$ cat config.mk
export PLATFORM = sky130hd
export DESIGN_NAME = lii_eeof_inserter_flat
export DESIGN_NICKNAME = d
export VERILOG_FILES = /design/src/rtl/lii_eeof_inserter_if.sv /design/src/rtl/lii_eeof_inserter.sv /design/src/flat_wrapper.sv
export SDC_FILE = /design/constraint.sdc
export NUM_CORES = 1
export LEC_CHECK = 0
export ABC_CLOCK_PERIOD_IN_PS = 3700
export BUFFER_PORTS_ARGS = -buffer_cell sky130_fd_sc_hd__clkbuf_2
export CORE_ASPECT_RATIO = 1.4
export CORE_UTILIZATION = 47
export DETAILED_ROUTE_END_ITERATION = 6
export GPL_TIMING_DRIVEN = 0
export PLACE_DENSITY = 0.78
export SLEW_MARGIN = 15
export SYNTH_ARGS = -nofsm -noshare
export SYNTH_HDL_FRONTEND = slang
export SYNTH_SLANG_ARGS = --single-unit
$ cat constraint.sdc
create_clock -name clk -period 3.7 [get_ports clk]
set_input_delay 0.74 -clock clk [delete_from_list [all_inputs] [get_ports clk]]
set_output_delay 0.74 -clock clk [all_outputs]
set_load 0.005 [all_outputs]
$ cat src/rtl/lii_eeof_inserter_if.sv
// lii_eeof_inserter_if
// Bundles the plain framed input stream and the LII output stream of the
// early-EOF inserter. The master side is the upstream source and the LII
// consumer. The slave side is the inserter itself.
interface lii_eeof_inserter_if #(
    parameter int DATA_WIDTH = 64
);
    localparam int BV_W = $clog2(DATA_WIDTH / 8) + 1;

    // plain framed input stream
    logic [DATA_WIDTH-1:0] in_data;
    logic                  in_sof;
    logic                  in_eof;
    logic [BV_W-1:0]       in_bytes_vld;
    logic                  in_vld;

    // LII output stream with early end-of-frame signalling
    logic [DATA_WIDTH-1:0] data;
    logic                  sof;
    logic                  eof;
    logic [BV_W-1:0]       bytes_vld;
    logic                  eeof;
    logic [BV_W-1:0]       edb;
    logic                  rdy;
    logic                  err;
    logic [15:0]           err_cnt;

    modport master (
        output in_data, in_sof, in_eof, in_bytes_vld, in_vld,
        input  data, sof, eof, bytes_vld, eeof, edb, rdy, err, err_cnt
    );

    modport slave (
        input  in_data, in_sof, in_eof, in_bytes_vld, in_vld,
        output data, sof, eof, bytes_vld, eeof, edb, rdy, err, err_cnt
    );
endinterface

$ cat src/rtl/lii_eeof_inserter.sv
// lii_eeof_inserter
// Converts a plain SOF/EOF framed word stream into an LII stream that flags
// the end of a frame one word early (EEOF + EDB). One word is held back so
// the word before an EOF word already knows that the EOF word follows.
// Optional feature: define LII_EEOF_INSERTER_STRICT_BV_EN to treat an EOF
// word with BYTES_VLD of 0 or above DATA_WIDTH/8 as a protocol error and to
// clamp its byte count to DATA_WIDTH/8.
module lii_eeof_inserter #(
    parameter int DATA_WIDTH = 64
) (
    input logic               clk,
    input logic               reset,
    lii_eeof_inserter_if.slave bus
);
    localparam int BV_W = $clog2(DATA_WIDTH / 8) + 1;
    localparam logic [BV_W-1:0] FULL_BV = BV_W'(DATA_WIDTH / 8);

    // lookahead buffer and frame tracking
    logic                  buf_vld;
    logic [DATA_WIDTH-1:0] buf_data;
    logic                  buf_sof;
    logic                  buf_eof;
    logic [BV_W-1:0]       buf_bv;
    logic                  in_frame;
    logic                  skip;

    // registered outputs
    logic [DATA_WIDTH-1:0] data_q;
    logic                  sof_q;
    logic                  eof_q;
    logic [BV_W-1:0]       bytes_vld_q;
    logic                  eeof_q;
    logic [BV_W-1:0]       edb_q;
    logic                  rdy_q;
    logic                  err_q;
    logic [15:0]           err_cnt_q;

    // per-cycle decode
    logic            single_err;
    logic            restart;
    logic            stray;
    logic            orphan_err;
    logic            accept;
    logic            emit_eof;
    logic            emit_eeof;
    logic            bv_err;
    logic            err_now;
    logic [BV_W-1:0] in_bv_eff;

`ifdef LII_EEOF_INSERTER_STRICT_BV_EN
    logic bv_bad;

    // Out-of-range byte counts on an EOF word are flagged and clamped to a full word
    always_comb begin
        bv_bad    = (bus.in_bytes_vld == '0) || (bus.in_bytes_vld > FULL_BV);
        in_bv_eff = bv_bad ? FULL_BV : bus.in_bytes_vld;
        bv_err    = accept && bus.in_eof && bv_bad;
    end
`else
    // Byte counts are passed through unchecked
    always_comb begin
        in_bv_eff = bus.in_bytes_vld;
        bv_err    = 1'b0;
    end
`endif

    // Classify the incoming word and decide what the buffer emits this cycle
    always_comb begin
        single_err = bus.in_vld && bus.in_sof && bus.in_eof;
        restart    = bus.in_vld && bus.in_sof && in_frame;
        stray      = bus.in_vld && !bus.in_sof && !in_frame;
        orphan_err = stray && !skip;
        accept     = bus.in_vld && !single_err && !stray;
        emit_eof   = buf_vld && (buf_eof || restart);
        emit_eeof  = buf_vld && !buf_eof && !restart && accept;
        err_now    = single_err || restart || orphan_err || bv_err;
    end

    // Buffer update, output registers, frame tracking and error counting
    always_ff @(posedge clk) begin
        if (reset) begin
            buf_vld     <= 1'b0;
            buf_data    <= '0;
            buf_sof     <= 1'b0;
            buf_eof     <= 1'b0;
            buf_bv      <= '0;
            in_frame    <= 1'b0;
            skip        <= 1'b1;
            data_q      <= '0;
            sof_q       <= 1'b0;
            eof_q       <= 1'b0;
            bytes_vld_q <= '0;
            eeof_q      <= 1'b0;
            edb_q       <= '0;
            rdy_q       <= 1'b0;
            err_q       <= 1'b0;
            err_cnt_q   <= '0;
        end else begin
            if (emit_eof) begin
                data_q      <= buf_data;
                sof_q       <= buf_sof;
                eof_q       <= 1'b1;
                bytes_vld_q <= buf_bv;
                eeof_q      <= 1'b0;
                edb_q       <= '0;
            end else if (emit_eeof) begin
                data_q      <= buf_data;
                sof_q       <= buf_sof;
                eof_q       <= 1'b0;
                bytes_vld_q <= buf_bv;
                eeof_q      <= bus.in_eof;
                edb_q       <= bus.in_eof ? in_bv_eff : '0;
            end
            rdy_q <= emit_eof || emit_eeof;

            if (accept) begin
                buf_vld  <= 1'b1;
                buf_data <= bus.in_data;
                buf_sof  <= bus.in_sof;
                buf_eof  <= bus.in_eof;
                buf_bv   <= bus.in_eof ? in_bv_eff : FULL_BV;
            end else if (emit_eof) begin
                buf_vld <= 1'b0;
            end

            if (accept && bus.in_sof) begin
                in_frame <= 1'b1;
            end else if (accept && bus.in_eof) begin
                in_frame <= 1'b0;
            end else if (restart) begin
                in_frame <= 1'b0;
            end

            if (bus.in_vld && bus.in_sof) begin
                skip <= 1'b0;
            end

            err_q <= err_now;
            if (err_now && (err_cnt_q != 16'hFFFF)) begin
                err_cnt_q <= err_cnt_q + 16'd1;
            end
        end
    end

    assign bus.data      = data_q;
    assign bus.sof       = sof_q;
    assign bus.eof       = eof_q;
    assign bus.bytes_vld = bytes_vld_q;
    assign bus.eeof      = eeof_q;
    assign bus.edb       = edb_q;
    assign bus.rdy       = rdy_q;
    assign bus.err       = err_q;
    assign bus.err_cnt   = err_cnt_q;
endmodule

$ cat src/flat_wrapper.sv
// flat-port wrapper written by rule: the top's interface ports become plain ports
module lii_eeof_inserter_flat 
#(
    parameter int DATA_WIDTH = 64
)
  (clk, reset, bus_in_data, bus_in_sof, bus_in_eof, bus_in_bytes_vld, bus_in_vld, bus_data, bus_sof, bus_eof, bus_bytes_vld, bus_eeof, bus_edb, bus_rdy, bus_err, bus_err_cnt);
  lii_eeof_inserter_if #(.DATA_WIDTH(DATA_WIDTH)) bus_i ();
  input logic clk;
  input logic reset;
  input wire logic [$bits(bus_i.in_data)-1:0] bus_in_data;
  input wire logic [$bits(bus_i.in_sof)-1:0] bus_in_sof;
  input wire logic [$bits(bus_i.in_eof)-1:0] bus_in_eof;
  input wire logic [$bits(bus_i.in_bytes_vld)-1:0] bus_in_bytes_vld;
  input wire logic [$bits(bus_i.in_vld)-1:0] bus_in_vld;
  output wire logic [$bits(bus_i.data)-1:0] bus_data;
  output wire logic [$bits(bus_i.sof)-1:0] bus_sof;
  output wire logic [$bits(bus_i.eof)-1:0] bus_eof;
  output wire logic [$bits(bus_i.bytes_vld)-1:0] bus_bytes_vld;
  output wire logic [$bits(bus_i.eeof)-1:0] bus_eeof;
  output wire logic [$bits(bus_i.edb)-1:0] bus_edb;
  output wire logic [$bits(bus_i.rdy)-1:0] bus_rdy;
  output wire logic [$bits(bus_i.err)-1:0] bus_err;
  output wire logic [$bits(bus_i.err_cnt)-1:0] bus_err_cnt;
  assign bus_i.in_data = bus_in_data;
  assign bus_i.in_sof = bus_in_sof;
  assign bus_i.in_eof = bus_in_eof;
  assign bus_i.in_bytes_vld = bus_in_bytes_vld;
  assign bus_i.in_vld = bus_in_vld;
  assign bus_data = bus_i.data;
  assign bus_sof = bus_i.sof;
  assign bus_eof = bus_i.eof;
  assign bus_bytes_vld = bus_i.bytes_vld;
  assign bus_eeof = bus_i.eeof;
  assign bus_edb = bus_i.edb;
  assign bus_rdy = bus_i.rdy;
  assign bus_err = bus_i.err;
  assign bus_err_cnt = bus_i.err_cnt;
  lii_eeof_inserter #(.DATA_WIDTH(DATA_WIDTH)) u_core (.clk(clk), .reset(reset), .bus(bus_i));
endmodule
=== Yosys cells after proc, flatten, opt, wreduce, memory -nomap -nowiden ===
Index checks and enable logic that the tools add are counted.

* Output and inout bits: 93
* Bits in registers: 166
* Latch bits: 0
* Input bits: 73
* Memories: 0
* Logic and storage cells: 63
* Bits in read-only memories: 0
* RAM bits: 0

* Shift operators: 0
* $add $sub $neg: 1
* Equality and inequality tests: 1
* Multiply operators: 0
* Mux-type cells: 15
* Bitwise logic cells: 0
* Magnitude comparators: 0
* Reduce and logical (&&, ||, !) cells: 30
* Divide/modulo/power cells: 0

{| class="wikitable"
|+ Operator list
! operator !! count
|-
| 64-bit two-way mux || 2
|-
| 16-bit by 1-bit adder with 16-bit output (second input constant) || 1
|-
| 4-bit two-way mux || 4
|-
| 16-bit inequality test (second input constant) || 1
|-
| 1-bit logical AND || 15
|-
| 1-bit two-way mux || 9
|-
| 1-bit logical NOT || 7
|-
| 1-bit logical OR || 4
|-
| 2-bit nonzero test || 2
|-
| 3-bit nonzero test || 1
|-
| 2-bit OR reduction || 1
|}

=== Depth between registers and ports, before layout ===
* Word-level depth: 8
* Gate-level depth with buffers: 8
* Mapped depth without buffers: 6

=== Worst setup path before layout ===
Ideal clock, no wire load.

* Path kind: input port to flip-flop
* Start: input bus_in_sof
* End: register u_core.err_cnt_q[13] (netlist: u_core.bus.err_cnt[13])
* Arrival: 2.137 ns
* Library setup time: 0.128 ns
* Stages on the path: 6
* Slack: 1.436 ns
* Buffers on the path: 1
* Required time: 3.572 ns
* Cells stage by stage: buf_6 -> or4b_4 -> a2111oi_2 -> nand4_1 -> xor2_1 -> nor2_1

* Longest elaborated chain between the ends: 6
* Elaborated cells between the ends (all ways): 10
* Those cells by class: 10 x reduce/logical

{| class="wikitable"
|+ Ends and longest elaborated chain
! element !! RTL line !! source
|-
| start: declaration || flat_wrapper.sv:11 || <nowiki>input wire logic [$bits(bus_i.in_sof)-1:0] bus_in_sof;</nowiki>
|-
| 1-bit logical NOT || lii_eeof_inserter.sv:71 || <nowiki>stray = bus.in_vld && !bus.in_sof && !in_frame;</nowiki>
|-
| 1-bit logical AND (2 in series) || lii_eeof_inserter.sv:71 ||
|-
| 1-bit logical AND || lii_eeof_inserter.sv:72 || <nowiki>orphan_err = stray && !skip;</nowiki>
|-
| 1-bit logical OR (*) || lii_eeof_inserter.sv:76 || <nowiki>err_now = single_err || restart || orphan_err || bv_err;</nowiki>
|-
| 1-bit logical AND (*) || lii_eeof_inserter.sv:139 || <nowiki>if (err_now && (err_cnt_q != 16'hFFFF)) begin</nowiki>
|-
| end signal: assignment || lii_eeof_inserter.sv:140 || <nowiki>err_cnt_q <= err_cnt_q + 16'd1;</nowiki>
|-
| end: declaration || lii_eeof_inserter.sv:36 || <nowiki>logic [15:0] err_cnt_q;</nowiki>
|}

Mark *: on every way between the ends. The rest lies on a longest branch, timed or not.
A chain may end at the register's enable or synchronous reset.

=== Final worst setup path ===
* Start: input bus_in_eof
* End: register u_core.data_q[59] (netlist: u_core.bus.data[59])

* Longest elaborated chain between the ends: 6

{| class="wikitable"
|+ Ends and longest elaborated chain
! element !! RTL line !! source
|-
| start: declaration || flat_wrapper.sv:12 || <nowiki>input wire logic [$bits(bus_i.in_eof)-1:0] bus_in_eof;</nowiki>
|-
| 1-bit logical AND || lii_eeof_inserter.sv:69 || <nowiki>single_err = bus.in_vld && bus.in_sof && bus.in_eof;</nowiki>
|-
| 1-bit logical NOT || lii_eeof_inserter.sv:73 || <nowiki>accept = bus.in_vld && !single_err && !stray;</nowiki>
|-
| 1-bit logical AND (2 in series) || lii_eeof_inserter.sv:73 ||
|-
| 1-bit logical AND || lii_eeof_inserter.sv:75 || <nowiki>emit_eeof = buf_vld && !buf_eof && !restart && accept;</nowiki>
|-
| 2-bit nonzero test (no line) || - ||
|-
| end signal: assignment || lii_eeof_inserter.sv:100 || <nowiki>data_q <= buf_data;</nowiki>
|-
| end signal: assignment || lii_eeof_inserter.sv:107 || <nowiki>data_q <= buf_data;</nowiki>
|-
| end: declaration || lii_eeof_inserter.sv:28 || <nowiki>logic [DATA_WIDTH-1:0] data_q;</nowiki>
|}

No other way between the ends.

==> results.toml <==
[global_route]
grt_start_max_net_pins = 17
top_usage_layer = "met2"
grt_pass1_wl_mm = 23.9
use_met1_pct = 25.6
grt.overflow.total = 0
use_met2_pct = 40.6
grt_antenna_before_repair = 0
grtUsageTotal_pct = 22.8
met3_usage_pct = 5.88
grt_pass1_vias = 5141

[final_layout]
layout_common_cells = "nand2_1, dfxtp_1, clkbuf_2"
area_growth_pct = 26.6
diodes = 0
drive_above_1_share_pct = 22.6
layoutNonFillerInstCount = 1088
layout_commonest_cell = "nand2_1"
fill_cells = 1154
final_nets = 999

[power]
power_mw = 3.82
leakage_nw = 2.98
ir_worst_vdd_v = 0.000301
powerDensity_nw_per_um2 = 504

[setup_path]
path_class = "in -> reg"
required_ns = 4.05
arrival_ns = 2.82
cp-start-kind = "primary input"
end_kind = "flop"
crit_fanout = 10

[timing]
final_hold_viol_count = 0
setup_viol = 0
rsz0062_at_grt = "false"
fmax_mhz = 405
skew_ns = 0.00794
tns_ns = 0
fin_crit_sh_pct = 66.7
tightest_slew_ns = 0.653
min_period_ns = 2.47
report.final.slew_viol_count = 0
relSlewSlack_pct = 56.5
setup_ws_ns = 1.23

[clock_network]
cts_buffer_depth = 2
cts_tree = "done"
cts_buffers = 17
cts_setup_buffers = 0
cts-resized-gates = 0
clk_latency_ns = 0.43
cts_hold_repair.buffers = 0
clock_sinks = 166
htreeDepth = 4
path_clk_slew_ns = 0.07
clockRootBuffer = "clkbuf_16"

[placement]
port_buffers = 161
place_congestion = 0.815
place_inst = 1056
hpwl_mm = 10.9
pre_cts_ws_ns = 0.765

[synth]
synth_edf_count = 0
synth_warnings = 0
synth_ff_type = "dfxtp_1"
syn_nets = 819
ys_seq_elements = 166
ys_seq_area_share_pct = 55.5
syn_area_per_cell_um2 = 8.04
ys_async_sr_fraction_pct = 0
synth_cell_types = 40
postSynthCellCount = 745
syn_area_um2 = 5990

[floorplan]
pin_count = 166
die_w_um = 97.4
initial_core_util_pct = 48.4
std_cell_rows = 48
dieArea_um2 = 13200
core_area_um2 = 12400
die_y_um = 136

[detailed_routing]
dr.first_iter.drc_count = 166
firstDrtPassIters = 4
via_per_inst = 5.09
wirelength_mm = 15.1
drc_errors = 0
antenna_left = 0
post_drt_wl_per_cell_um = 13.9
vias = 5541

[run_status]
outcome = "finished, final reports clean"

[min_path]
worstHoldPathType = "reg -> reg"

[flow_run]
max-cap-violations = 0
## metrics by stage
stage          hold WS (ns)  util (%)  cell area, um^2
2_1_floorplan         0.427         -             5990
3_3_place_gp          0.435      56.4             6980
3_5_place_dp          0.443      56.4             6980
4_1_cts               0.449      61.3             7580
5_1_grt               0.463      61.3             7580
6_report              0.448      61.3             7580
## cell usage after synthesis, types with 2 or more instances
library cell	count	area share, %
nand2_1	284	18
dfxtp_1	166	55
a21oi_1	145	12
clkbuf_1	40	2.5
nor2_1	24	1.5
xnor2_1	10	1.5
buf_2	9	0.75
nand3_1	9	0.75
nor3_1	7	0.58
nand4_1	5	0.52
mux2i_1	4	0.67
xor2_1	4	0.58
and2_1	3	0.31
and3_1	3	0.31
a211oi_1	2	0.25
and4_1	2	0.29
buf_6	2	0.38
inv_1	2	0.13
nor3b_1	2	0.25
o21ai_2	2	0.29
## path summary, 6_finish.rpt
check	startpoint	end	slack, ns	cells after the start
worst max-delay path	bus_in_eof	u_core.bus.data[59]$_SDFFE_PP0P_	1.23	8
worst min register to register	u_core.buf_data[17]$_SDFFE_PP0P_	u_core.bus.data[17]$_SDFFE_PP0P_	0.45	2
worst min-delay path	u_core.buf_data[17]$_SDFFE_PP0P_	u_core.bus.data[17]$_SDFFE_PP0P_	0.45	2
worst max register to register	u_core.in_frame$_SDFFE_PP0P_	u_core.bus.data[59]$_SDFFE_PP0P_	1.47	7
## power by group
| group | internal [mW] | leakage (nW) | switching [mW] |
|---|---|---|---|
| Sequential | 1.82 | 1.34 | 0.0210 |
| Combinational | 0.0731 | 1.35 | 0.125 |
| Clock | 1.04 | 0.287 | 0.737 |
| Total | 2.94 | 2.98 | 0.883 |
## flip-flops by register name, indices dropped and copies added, names as in the netlist
signal and cells:
u_core.bus.bytes_vld 4, u_core.bus.data 64, u_core.buf_bv 4, u_core.bus.sof 1, u_core.buf_vld 1, u_core.bus.edb 4, u_core.bus.eeof 1, u_core.bus.err 1
u_core.bus.err_cnt 16, u_core.buf_sof 1, u_core.in_frame 1, u_core.skip 1, u_core.buf_data 64, u_core.buf_eof 1, u_core.bus.rdy 1, u_core.bus.eof 1
## metal layers
metal | part of all wire [%] | up-vias
met1 | 40 | 2557
met5 | 0 | -
met4 | 2.8 | 0
met3 | 5.7 | 33
met2 | 51 | 157
li1 | - | 2794
## cell type report
type | count | area, um^2 | share of cell area, %
clock buffer | 19 | 453 | 5.98
timing repair buffer | 161 | 806 | 10.6
sequential | 166 | 3320 | 43.8
buffer | 52 | 225 | 2.97
clock inverter | 13 | 145 | 1.91
multi-input combinational | 525 | 2430 | 32.1
inverter | 2 | 7.51 | 0.0990
tap | 150 | 188 | 2.48
## cell families (layout without fill, tap and decap cells)
family,Yosys count,in the layout,synth area share [%]
mux,4,4,0.669
compound gates,157,157,13.7
simple gates,349,349,23.9
fa+ha+maj,1,1,0.209
flops,166,166,55.5
xor+xnor,14,14,2.05
buf+inv,54,247,3.89
## critical path: stages
cell and delay, ns:
clkbuf_1 0.24, nor2b_1 0.25, o21ai_2 0.21, a21boi_1 0.56, buf_2 0.35, buf_2 0.26, nand2_1 0.08, a21oi_1 0.12
No activity file was read; power rests on OpenSTA's default activity.
